$ cat src/rtl/uart_block_bridge.sv
// Bridge between the 128-bit UART transceiver and the block core: an RX frame
// FIFO with first-word-fall-through output and a single-result TX handshake FSM.
module uart_block_bridge #(
  parameter int          ADDR_W     = 2,
  parameter int unsigned TX_TIMEOUT = 0
) (
  input  logic              sys_clk,
  input  logic              sys_rst,
  input  logic [127:0]      rx_data,
  input  logic              rx_done,
  output logic [127:0]      blk_in_data,
  output logic              blk_in_valid,
  input  logic              blk_in_ready,
  input  logic [127:0]      blk_out_data,
  input  logic              blk_out_valid,
  output logic              blk_out_ready,
  output logic [127:0]      tx_data,
  output logic              tx_wr,
  input  logic              tx_done,
  output logic [ADDR_W:0]   rx_level,
  output logic              rx_overflow,
  output logic              tx_timeout,
  input  logic              flag_clr
);

  localparam int DEPTH = 2 ** ADDR_W;

  typedef enum logic [1:0] {TX_IDLE, TX_WR, TX_BUSY} tx_state_e;

  logic [127:0]      mem_q [DEPTH];
  logic [ADDR_W-1:0] wr_ptr_q, rd_ptr_q;
  logic [ADDR_W:0]   level_q, level_d;
  logic              fifo_empty, fifo_full;
  logic              push, pop, drop;
  logic              rx_overflow_q, tx_timeout_q;

  tx_state_e         state_q, state_d;
  logic [127:0]      tx_data_q, tx_data_d;
  logic [31:0]       wd_cnt_q, wd_cnt_d;
  logic              wd_fire;

  // A full FIFO still accepts a frame when the head leaves in the same cycle.
  assign fifo_empty = (level_q == '0);
  assign fifo_full  = (level_q == (ADDR_W+1)'(DEPTH));
  assign pop        = !fifo_empty && blk_in_ready;
  assign push       = rx_done && (!fifo_full || pop);
  assign drop       = rx_done && fifo_full && !pop;

  always_comb begin
    level_d = level_q;
    case ({push, pop})
      2'b10:   level_d = level_q + (ADDR_W+1)'(1);
      2'b01:   level_d = level_q - (ADDR_W+1)'(1);
      default: level_d = level_q;
    endcase
  end

  always_ff @(posedge sys_clk) begin
    if (sys_rst) begin
      wr_ptr_q <= '0;
      rd_ptr_q <= '0;
      level_q  <= '0;
    end else begin
      if (push) wr_ptr_q <= wr_ptr_q + ADDR_W'(1);
      if (pop)  rd_ptr_q <= rd_ptr_q + ADDR_W'(1);
      level_q <= level_d;
    end
  end

  always_ff @(posedge sys_clk) begin
    if (push) mem_q[wr_ptr_q] <= rx_data;
  end

  assign blk_in_data  = mem_q[rd_ptr_q];
  assign blk_in_valid = !fifo_empty;
  assign rx_level     = level_q;

  // A set event in the same cycle as flag_clr leaves the flag at 1.
  always_ff @(posedge sys_clk) begin
    if (sys_rst) begin
      rx_overflow_q <= 1'b0;
      tx_timeout_q  <= 1'b0;
    end else begin
      rx_overflow_q <= drop    || (rx_overflow_q && !flag_clr);
      tx_timeout_q  <= wd_fire || (tx_timeout_q  && !flag_clr);
    end
  end

  assign rx_overflow = rx_overflow_q;
  assign tx_timeout  = tx_timeout_q;

  always_ff @(posedge sys_clk) begin
    if (sys_rst) begin
      state_q   <= TX_IDLE;
      tx_data_q <= '0;
      wd_cnt_q  <= '0;
    end else begin
      state_q   <= state_d;
      tx_data_q <= tx_data_d;
      wd_cnt_q  <= wd_cnt_d;
    end
  end

  // tx_data only loads in TX_IDLE so it stays frozen for the whole transmission.
  always_comb begin
    state_d   = state_q;
    tx_data_d = tx_data_q;
    wd_cnt_d  = wd_cnt_q;
    wd_fire   = 1'b0;
    case (state_q)
      TX_IDLE: begin
        if (blk_out_valid) begin
          tx_data_d = blk_out_data;
          state_d   = TX_WR;
        end
      end
      TX_WR: begin
        wd_cnt_d = 32'(TX_TIMEOUT);
        state_d  = TX_BUSY;
      end
      TX_BUSY: begin
        if (tx_done) begin
          state_d = TX_IDLE;
        end else if (TX_TIMEOUT != 0) begin
          if (wd_cnt_q == 32'd1) begin
            wd_fire = 1'b1;
            state_d = TX_IDLE;
          end else begin
            wd_cnt_d = wd_cnt_q - 32'd1;
          end
        end
      end
      default: state_d = TX_IDLE;
    endcase
  end

  always_comb begin
    blk_out_ready = (state_q == TX_IDLE);
    tx_wr         = (state_q == TX_WR);
  end

  assign tx_data = tx_data_q;

endmodule
$ cat config.mk
export PLATFORM = sky130hd
export DESIGN_NAME = uart_block_bridge
export DESIGN_NICKNAME = d
export VERILOG_FILES = /design/src/rtl/uart_block_bridge.sv
export SDC_FILE = /design/constraint.sdc
export NUM_CORES = 1
export LEC_CHECK = 0
export CAP_MARGIN = 25
export CORE_MARGIN = 1
export CORE_UTILIZATION = 55
export CTS_BUF_LIST = sky130_fd_sc_hd__clkbuf_8
export DETAILED_ROUTE_END_ITERATION = 7
export HOLD_SLACK_MARGIN = 0.08
export PLACE_DENSITY = 0.92
export SETUP_SLACK_MARGIN = 0.4
export SYNTH_ARGS = -nofsm -noshare
export SYNTH_HDL_FRONTEND = slang
export SYNTH_SLANG_ARGS = --single-unit
$ cat constraint.sdc
create_clock -name sys_clk -period 9.65 [get_ports sys_clk]
set_input_delay 1.93 -clock sys_clk [delete_from_list [all_inputs] [get_ports sys_clk]]
set_output_delay 1.93 -clock sys_clk [all_outputs]
set_load 0.01 [all_outputs]
==> key figures <==
Status
  – Outcome: complete, no violations

Floorplan
  – I/O Pins: 527
  – Die Span Y: 209 um
  – Core area: around 42000 sq um
  – Die Footprint: about 44000 sq um
  – Initial core utilization: 56.0%
  – Die width: 209 um
  – Cell row count: 75

Timing
  – # setup viols final: 0
  – Setup TNS: 0 ps
  – Setup Skew: between 30 and 40 ps
  – Relative slew margins: 31.7%
  – Final WS setup: 4140 ps
  – Final Hold Vio Count: 0
  – Max Clk Rate: approximately 180 MHz
  – RSZ-0062 raised after global routing: false
  – Part of the cycle the worst path needs: a little under three fifths
  – Slew @ Worst Pin: 1020 ps
  – Final Max Slew Viols: 0
  – Tmin final: 5510 ps

Clock tree
  – Clock transition at the registers of the reported paths: 60 ps
  – Hold_buf cts: 0
  – Post-CTS sizing: 0
  – Clock Tree Root: clkbuf_8
  – CTS tree: done
  – Clock Sinks: 653
  – Clock latency on the worst-skew pair: about 670 ps
  – Clock Path Buffers: 3
  – Post-CTS setup buffer count: 0
  – CTS Buf Count: 98
  – H-tree levels: 3

Global routing
  – Initial antenna violation count: 5
  – Vias in the first global route: 14500
  – Largest net degree at the start of global routing: 95
  – First-pass GRT wire length: 85.6 mm
  – Total track usage: 26.7%
  – Total grt overflow: 0

Yosys
  – Cell variety after synth: 28
  – Sequential-to-total area share from yosys stat: 77.2%
  – Synth area leaders: edfxtp_1 65%, mux4_2 12%, dfxtp_1 12%, nand2_1 4.1%, a21oi_1 2.8%
  – Area leader, netlist: edfxtp_1
  – Synth Register Bits: ~650
  – Synthesized area per cell: 18.3 sq um
  – YS warnings: 0
  – Cell count after synthesis: 1290
  – Syn Nets: 1559
  – Post-Syn Area: 23600 sq um
  – Top cell type's share of synthesized area: around two thirds

Critical path
  – Worst reg2reg startpoint: rx_level[0]$_SDFFE_PP0P_
  – CP Buf/Inv Count: 2
  – Worst EP required: a little under 8000 ps
  – CP Depth: 3
  – Crit-path cells: buf_4, mux4_2, clkdlybuf4s50_1
  – CP max FO: 71
  – Worst Setup Path Type: flip-flop to primary output
  – Critical Path Start Type: flip-flop
  – Crit path capture: blk_in_data[14]
  – Worst stage delay on the critical path: 930 ps
  – Register-to-Register Path Depth: 5
  – Flop-to-flop setup slack: between 6000 and 7000 ps
  – WP data arrival: 3580 ps
  – Critical path's slowest cell: dfxtp_4
  – CP delay by family, top: buffers and inverters
  – Worst r2r dst: mem_q[3][113]$_DFFE_PP_
  – Critical Path End Type: primary output

Pwr
  – Peak supply drop: 132 uV
  – Power Internal: approximately 5.1 mW
  – NetSw: 1.81 mW
  – Pwr dens: 223 nW/um^2
  – Leak pwr: 10.3 nW
  – Net Sw Frac: 26.2%
  – Register share of total power: about 49%
  – Power share of the clock group: 29.2%
  – Comb power frac: around 22%

Placed design
  – Placed cells: 2297
  – Dpl hpwl: 39.0 mm
  – Routability cong.: about 0.9
  – Buffers added on ports: ~530
  – Pre-CTS setup slack: between 4000 and 5000 ps

Job
  – Max cap viols: 0

Route
  – DRC: 0
  – DR vias: 13700
  – Routed Antenna Nets: 0
  – Via density: 5.53
  – Detailed Route WL: 58.5 mm
  – Iter 0 DRT Violations: just under 900
  – 1st-pass router iterations: 5
  – Routed wire per std cell: ~24 um

Worst hold path
  – Hold Crit Class: flip-flop to flip-flop

Cells and area
  – Layout Cells excl Fill: around 2500
  – Most frequent cells in the layout: 525 x clkdlybuf4s50_1, 512 x edfxtp_1, 256 x nand2_1
  – Area added between synthesis and finish: 31.4%
  – Fill cells: 2294
  – Nets: roughly 2100
  – Most common cell after layout, fill and taps aside: clkdlybuf4s50_1
  – Layout cells sized above 1: 14.2%
[tightest hold or removal path: stages, from the launching register on]
cell     delay, ps
dfxtp_1        300
nand2_1         50
a21oi_1         50
[sequential cells by signal, indices dropped and copies added, names as in the netlist, named ones only]
name and count:
tx_timeout 1, tx_data 128, wr_ptr_q 2, rx_level 3
mem_q 512, rx_overflow 1, rd_ptr_q 2, state_q 2
[final cells by class]
cell class,instances,area (sq um),share of cell area [%]
multi-input combinational,559,4850,15.6
tap,539,674,2.18
inverter,6,22.5,0.0727
sequential,653,18200,58.8
clock inverter,83,404,1.30
timing repair buffer,540,5440,17.6
antenna,7,17.5,0.0566
clock buffer,99,1360,4.40
[stage by stage]
| stage | utilization [%] | hold WS [ps] | cell area [sq um] | power (mW) |
|---|---|---|---|---|
| 6_report | 73.5 | 452 | 31000 | 6.90 |
| 5_1_grt | 73.5 | 474 | 31000 | 7.16 |
| 4_1_cts | 73.5 | 454 | 31000 | 6.96 |
| 3_5_place_dp | 69.3 | 446 | 29200 | 4.95 |
| 3_3_place_gp | 69.1 | 442 | 29100 | 4.89 |
| 2_1_floorplan | - | 481 | 23600 | 4.19 |
[power by group through the flow]
stage	Sequential [mW]	Clock (mW)	Combinational [mW]
3_3_place_gp	3.40	0	1.49
4_1_cts	3.36	2.06	1.54
2_1_floorplan	3.38	0	0.806
3_5_place_dp	3.42	0	1.53
5_1_grt	3.38	2.18	1.60
6_report	3.36	2.02	1.52
[Yosys cell counts]
library cell    n
xnor2_1         1
nor2b_1         2
and2b_4         1
fa_1            1
a21oi_1       132
o21ai_0         1
inv_1           6
nand2b_1        2
ha_1            5
nor2_1         13
nor4b_2         1
nand2_1       256
xor2_1          3
nor3b_1         2
o31a_1          1
or3_1           2
or3b_4          1
edfxtp_1      512
buf_6          24
and2_1          4
mux4_2        128
o311ai_0        1
clkbuf_1       17
mux2_4          1
mux2i_1         1
buf_2          16
buf_4          15
dfxtp_1       141
[cells by family after synthesis]
group,synth area share [%]
compound gates,2.90
xor+xnor,0.149
fa+ha+maj,0.350
buf+inv,2.33
flops,77.2
mux,12.3
simple gates,4.77
[how the worst min path moves through the flow]
| stage | startpoint | endpoint | slack, ps | depth (start not counted) |
|---|---|---|---|---|
| 2_1_floorplan | tx_data[0]$_SDFFE_PP0P_ | tx_data[0]$_SDFFE_PP0P_ | 480 | 2 |
| 3_3_place_gp | tx_data[64]$_SDFFE_PP0P_ | tx_data[64]$_SDFFE_PP0P_ | 440 | 2 |
| 3_5_place_dp | tx_data[18]$_SDFFE_PP0P_ | tx_data[18]$_SDFFE_PP0P_ | 450 | 2 |
| 4_1_cts | tx_data[18]$_SDFFE_PP0P_ | tx_data[18]$_SDFFE_PP0P_ | 450 | 2 |
| 5_1_grt | tx_data[74]$_SDFFE_PP0P_ | tx_data[74]$_SDFFE_PP0P_ | 470 | 2 |
| 6_report | tx_data[126]$_SDFFE_PP0P_ | tx_data[126]$_SDFFE_PP0P_ | 450 | 2 |
[layer usage]
metal | share of wire (%) | global-route usage, %
met2 | 52 | 46.1
met3 | 9.4 | 9.17
met5 | 0.019 | 0
met4 | 5.5 | 14.8
met1 | 33 | 28.8
(Power assumes the default switching activity.)
